[src/rtl/booth_pkg.sv]
`default_nettype none
// ============================================================================
// Module   : booth_pkg
// Brief    : Shared defaults and signed types for the Booth dot-product block.
// Revision : 1.0 - initial release
// ============================================================================
package booth_pkg;

  localparam int DEF_DATAWIDTH = 8;
  localparam int DEF_ACC_WIDTH = 20;
  localparam int DEF_NUM_TERMS = 4;

  typedef logic signed [2*DEF_DATAWIDTH-1:0] prod_t;
  typedef logic signed [DEF_ACC_WIDTH-1:0]   acc_t;

endpackage
`default_nettype wire

[src/rtl/booth_sat_add.sv]
`default_nettype none
// ============================================================================
// Module   : booth_sat_add
// Brief    : Sign-extending accumulator adder; clamps on overflow when
//            BOOTH_ACC_SATURATE_EN is defined, otherwise wraps.
// Revision : 1.0 - initial release
// ============================================================================
module booth_sat_add import booth_pkg::*; #(
  parameter int ACC_WIDTH  = DEF_ACC_WIDTH,
  parameter int PROD_WIDTH = 2*DEF_DATAWIDTH
) (
  input  logic [ACC_WIDTH-1:0]  acc,
  input  logic [PROD_WIDTH-1:0] prod,
  output logic [ACC_WIDTH-1:0]  sum,
  output logic                  sat
);

  logic signed [ACC_WIDTH-1:0] w_prod_ext;
  assign w_prod_ext = ACC_WIDTH'($signed(prod));

`ifdef BOOTH_ACC_SATURATE_EN
  logic [ACC_WIDTH:0] w_wide;
  logic               w_ovf;

  // One guard bit: the two top bits disagree exactly when the signed add overflowed.
  assign w_wide = {acc[ACC_WIDTH-1], acc} + {w_prod_ext[ACC_WIDTH-1], w_prod_ext};
  assign w_ovf  = w_wide[ACC_WIDTH] ^ w_wide[ACC_WIDTH-1];

  always_comb begin
    sum = w_wide[ACC_WIDTH-1:0];
    if (w_ovf) begin
      sum = w_wide[ACC_WIDTH] ? {1'b1, {(ACC_WIDTH-1){1'b0}}}
                              : {1'b0, {(ACC_WIDTH-1){1'b1}}};
    end
  end

  assign sat = w_ovf;
`else
  assign sum = acc + w_prod_ext;
  assign sat = 1'b0;
`endif

endmodule
`default_nettype wire

[src/rtl/booth_dot_accumulator.sv]
`default_nettype none
// ============================================================================
// Module   : booth_dot_accumulator
// Brief    : Accumulates NUM_TERMS signed products into a double-buffered
//            dot-product result. Saturation via BOOTH_ACC_SATURATE_EN.
// Revision : 1.0 - initial release
// ============================================================================
module booth_dot_accumulator import booth_pkg::*; #(
  parameter int DATAWIDTH = DEF_DATAWIDTH,
  parameter int ACC_WIDTH = DEF_ACC_WIDTH,
  parameter int NUM_TERMS = DEF_NUM_TERMS
) (
  input  logic                   CLK,
  input  logic                   RSTn,
  input  logic                   prod_valid,
  input  logic [2*DATAWIDTH-1:0] prod_data,
  input  logic                   clr,
  input  logic                   out_ready,
  output logic                   out_valid,
  output logic [ACC_WIDTH-1:0]   out_data,
  output logic                   out_sat,
  output logic                   overrun
);

  localparam int                   PROD_WIDTH = 2*DATAWIDTH;
  localparam int                   CNT_WIDTH  = $clog2(NUM_TERMS);
  localparam logic [CNT_WIDTH-1:0] LAST_TERM  = CNT_WIDTH'(NUM_TERMS-1);

  logic [ACC_WIDTH-1:0] r_acc;
  logic [CNT_WIDTH-1:0] r_count;
  logic                 r_grp_sat;
  logic [ACC_WIDTH-1:0] w_sum;
  logic                 w_add_sat;
  logic                 w_accept;
  logic                 w_last;
  logic                 w_slot_free;

  booth_sat_add #(
    .ACC_WIDTH  (ACC_WIDTH),
    .PROD_WIDTH (PROD_WIDTH)
  ) u_add (
    .acc  (r_acc),
    .prod (prod_data),
    .sum  (w_sum),
    .sat  (w_add_sat)
  );

  assign w_accept    = prod_valid && !clr;
  assign w_last      = w_accept && (r_count == LAST_TERM);
  assign w_slot_free = !out_valid || out_ready;

  always_ff @(posedge CLK or negedge RSTn) begin
    if (!RSTn) begin
      r_acc     <= '0;
      r_count   <= '0;
      r_grp_sat <= 1'b0;
      out_valid <= 1'b0;
      out_data  <= '0;
      out_sat   <= 1'b0;
      overrun   <= 1'b0;
    end else begin
      // A transfer empties the output slot unless a fresh result refills it below.
      if (out_valid && out_ready) begin
        out_valid <= 1'b0;
      end

      if (clr) begin
        r_acc     <= '0;
        r_count   <= '0;
        r_grp_sat <= 1'b0;
        overrun   <= 1'b0;
      end else if (w_last) begin
        r_acc     <= '0;
        r_count   <= '0;
        r_grp_sat <= 1'b0;
        if (w_slot_free) begin
          out_valid <= 1'b1;
          out_data  <= w_sum;
          out_sat   <= r_grp_sat | w_add_sat;
        end else begin
          overrun   <= 1'b1;
        end
      end else if (w_accept) begin
        r_acc     <= w_sum;
        r_count   <= r_count + CNT_WIDTH'(1);
        r_grp_sat <= r_grp_sat | w_add_sat;
      end
    end
  end

endmodule
`default_nettype wire

[config.mk]
export PLATFORM = sky130hd
export DESIGN_NAME = booth_dot_accumulator
export DESIGN_NICKNAME = d
export VERILOG_FILES = /design/src/rtl/booth_pkg.sv /design/src/rtl/booth_sat_add.sv /design/src/rtl/booth_dot_accumulator.sv
export SDC_FILE = /design/constraint.sdc
export NUM_CORES = 1
export LEC_CHECK = 0
export BUFFER_PORTS_ARGS = -buffer_cell sky130_fd_sc_hd__buf_4
export CAP_MARGIN = 20
export CORE_MARGIN = 2
export CORE_UTILIZATION = 40
export DETAILED_ROUTE_END_ITERATION = 7
export PLACE_DENSITY = 0.67
export REMOVE_ABC_BUFFERS = 1
export SLEW_MARGIN = 10
export SYNTH_ARGS = -nofsm -noshare
export SYNTH_HDL_FRONTEND = slang
export SYNTH_HIERARCHICAL = 1
export SYNTH_SLANG_ARGS = --single-unit
[constraint.sdc]
create_clock -name CLK -period 3.3 [get_ports CLK]
set_input_delay 0.165 -clock CLK [delete_from_list [all_inputs] [get_ports CLK]]
set_output_delay 0.165 -clock CLK [all_outputs]
set_load 0.01 [all_outputs]
==> qor.log <==
[status] outcome finished, final reports clean
[cells_and_area] Final Non-Filler Cells 384
[sta] final hold vios 0
[route] number of optimization iterations in the first detailed-route pass 4
[sta] final clock skew 0.00879 ns
[die] initial core utilization 41.3%
[critical_path] CP max FO 4
[logic_synthesis] Yosys reg bits 46
[sta] minimum setup slack in the final design 0.800 ns
[place] RD Place Congestion 0.851
[pwr] areal power density over the cells 565 mW/mm2
[cells_and_area] fill cell total of the finished layout 635
[critical_path] category of the worst setup path capture point flip-flop
[global_route] gr ovfl total 0
[logic_synthesis] Post-Syn Area per Cell 11.5 um2
[cts] clock tree from TritonCTS done
[die] Die Footprint 0.00771 mm2
[die] std cell rows 30
[route] antenna viol nets, final 0
[pwr] IR drop worst, VDD 289 uV
[sta] Max Slew Vio Count 0
[route] detailed-route via count 2,047
[route] via/cell ratio 5.33
[place] count of placed standard cells including taps 375
[logic_synthesis] post-synthesis instance area 0.00281 mm2
[logic_synthesis] area fraction of the dominant cell type after synthesis 41.0%
[critical_path] required time of the critical path 3.49 ns
[cts] Max Root-Sink Buffers 2
[place] buffers added on ports 43
[global_route] initial antenna violation count 0
[logic_synthesis] sequential share of the synthesized area 41.0%
[logic_synthesis] Async SR Flop Fraction 100%
[cts] clock transition at the registers of the reported paths 0.09 ns
[critical_path] crit start category flip-flop
[critical_path] critical-path cell list ha_1, fa_1, a211oi_1, o21ai_1, nand4_1, nand2_1, o311a_1, mux2_4
[sta] normalized max-slew margin 35.9%
[logic_synthesis] most frequent cells after synthesis sky130_fd_sc_hd__dfrtp_1 (46), sky130_fd_sc_hd__a22o_1 (20), sky130_fd_sc_hd__ha_1 (20), sky130_fd_sc_hd__mux2_4 (20), sky130_fd_sc_hd__a21oi_1 (19)
[critical_path] worst path arrival time 2.69 ns
[sta] highest clock frequency the design can meet 0.400 GHz
[route] drt wl/cell 14.5 um
[die] number of placed I/O pins 44
[sta] final critical path time including I/O delays and setup 2.50 ns
[cells_and_area] layout net count 329
[global_route] via count of the first global-routing pass 1,974
[cells_and_area] number of antenna diodes 0
[place] HPWL reported at the end of detailed placement 4030 um
[cts] cts repair resizes 0
[logic_synthesis] Synth area leader sky130_fd_sc_hd__dfrtp_1
[critical_path] CP top delay family compound AO/OA/AOI/OAI gates
[cells_and_area] Syn-to-layout area delta 18.1%
[critical_path] longest individual stage delay on the worst path 0.43 ns
[logic_synthesis] Netlist cell types 51
[sta] slew at the pin closest to its max-slew limit 0.961 ns
[route] remaining routing DRC violations 0
[logic_synthesis] library cell with the highest instance count after synthesis sky130_fd_sc_hd__dfrtp_1
[cts] CTS buffer count 5
[logic_synthesis] EDFF count, synth 0
[cells_and_area] share of cells above drive strength 1 28.5%
[critical_path] Crit path buffers/inverters 0
[global_route] maximum number of pins on one net before global-route repair 47
[global_route] total global-route track usage 15.5%
[logic_synthesis] Synth Instances 245
[global_route] wire length of the first global-routing pass 9500 um
[die] Std-Cell Core Area 0.00679 mm2
[min_path] type of the most critical hold path in -> reg
[critical_path] slowest CP cell sky130_fd_sc_hd__fa_1
[die] Die Wd 87.8 um
[place] Setup Slack @ Placement 0.800 ns
[logic_synthesis] Warnings, synthesis 6
[job] Maximum Capacitance Violations 0
[sta] number of setup violations in the final report 0
[logic_synthesis] top flip-flop cell by instance count after synthesis sky130_fd_sc_hd__dfrtp_1
[cts] clock network latency to the later pin of the worst-skew pair 0.30 ns
[cells_and_area] multi-input gate area in the final layout 0.00159 mm2
[critical_path] critical path class reg -> reg
[cells_and_area] register area 0.00115 mm2
[sta] portion of the clock cycle consumed by the worst path in the final layout 75.8%
[cts] Clock Sink Count 46
[logic_synthesis] most area-consuming cells after synthesis sky130_fd_sc_hd__dfrtp_1 (41%), sky130_fd_sc_hd__mux2_4 (11%), sky130_fd_sc_hd__ha_1 (8.9%)
[cts] buffer cell driving the clock tree root sky130_fd_sc_hd__clkbuf_8
[die] die outline height 87.8 um
[sta] final-layout setup total negative slack 0 ns
[pwr] LEAKAGE 0.00166 uW
[route] final wirelength 5590 um
[sta] unrepaired setup endpoints after global routing false
[cts] number of H-tree levels 2
[sta] worst hold margin 0.0622 ns
[route] Iter 0 DRT Violations 119
-- per-layer routing --
| layer | up-vias | share of wire, % | global-route usage (%) |
|---|---|---|---|
| li1 | 1007 | - | - |
| met1 | 999 | 52 | 22.9 |
| met2 | 37 | 44 | 23.3 |
| met3 | 4 | 3.5 | 3.11 |
| met4 | 0 | 0.66 | 4.20 |
| met5 | - | 0 | 0 |
-- timing repair --
action,in CTS,in global routing
hold buffers,1,0
setup buffers,0,0
endpoints found under the hold margin,46,0
-- cells in the final DEF, fill, tap and decap left out, types with 8 or more instances in the layout --
cell,count
sky130_fd_sc_hd__ha_1,20
sky130_fd_sc_hd__xnor2_1,10
sky130_fd_sc_hd__o21ai_0,8
sky130_fd_sc_hd__nand2_1,14
sky130_fd_sc_hd__buf_4,44
sky130_fd_sc_hd__dfrtp_1,46
sky130_fd_sc_hd__mux2_4,20
sky130_fd_sc_hd__a22o_1,20
sky130_fd_sc_hd__a21oi_1,19
-- logic make-up (layout without fill, tap and decap cells) --
| group | count (synthesis) | count (layout) | synth area share (%) |
|---|---|---|---|
| xor gates and xnor gates | 16 | 16 | 4.99 |
| and+or+nand+nor | 48 | 48 | 9.35 |
| muxes | 21 | 21 | 11.0 |
| adders and majority gates | 21 | 21 | 9.62 |
| DFF | 46 | 46 | 41.0 |
| buffers and inverters | 12 | 55 | 2.41 |
| other | 1 | 1 | 0.134 |
| AOI/OAI and AO/OA | 80 | 80 | 21.5 |
-- worst register-to-register path, cell delays in order (launching register included) --
cell	delay, ns
sky130_fd_sc_hd__dfrtp_1	0.39
sky130_fd_sc_hd__ha_1	0.24
sky130_fd_sc_hd__fa_1	0.43
sky130_fd_sc_hd__a211oi_1	0.32
sky130_fd_sc_hd__o21ai_1	0.15
sky130_fd_sc_hd__nand4_1	0.18
sky130_fd_sc_hd__nand2_1	0.11
sky130_fd_sc_hd__o311a_1	0.32
sky130_fd_sc_hd__mux2_4	0.26
-- worst paths after layout --
kind	start	depth (start not counted)	end	slack, ns
hold reg to reg	overrun	2	overrun	0.51
setup / recovery	r_acc[0]	8	out_data[18]	0.80
min in group asynchronous	RSTn	2	out_data[11]	0.40
setup reg to reg	r_acc[0]	8	out_data[18]	0.80
hold / removal	clr	2	overrun	0.06
max in group asynchronous	RSTn	2	out_data[16]	2.48
-- area by class of cell --
type                            count  share of cell area [%]
Clock buffer                        7                    2.90
Inverter                            2                   0.226
Sequential cell                    46                    34.7
Multi-Input combinational cell    187                    48.0
Clock inverter                      1                   0.264
Tap cell                           96                    3.62
Timing Repair Buffer               45                    10.3
-- sequential cells by signal, indices dropped and copies added, names as in the netlist --
name	cells
out_data	20
r_grp_sat	1
r_count	2
out_sat	1
out_valid	1
overrun	1
r_acc	20
-- per-stage QoR --
stage | instance area, um2 | power, uW | utilization [%]
global placement | 3200 | 1490 | 47.1
detailed placement | 3200 | 1500 | 47.1
finish | 3320 | 1870 | 48.8
floorplan | 2750 | 1260 | -
CTS | 3320 | 1890 | 48.8
global route | 3320 | 2000 | 48.8
-- where the power goes --
part	internal (uW)	switching [uW]
Sequential	674	67.8
Combinational	387	362
Clock	192	192
Total	1250	622
Note: power is estimated with default switching activity, not from simulation.
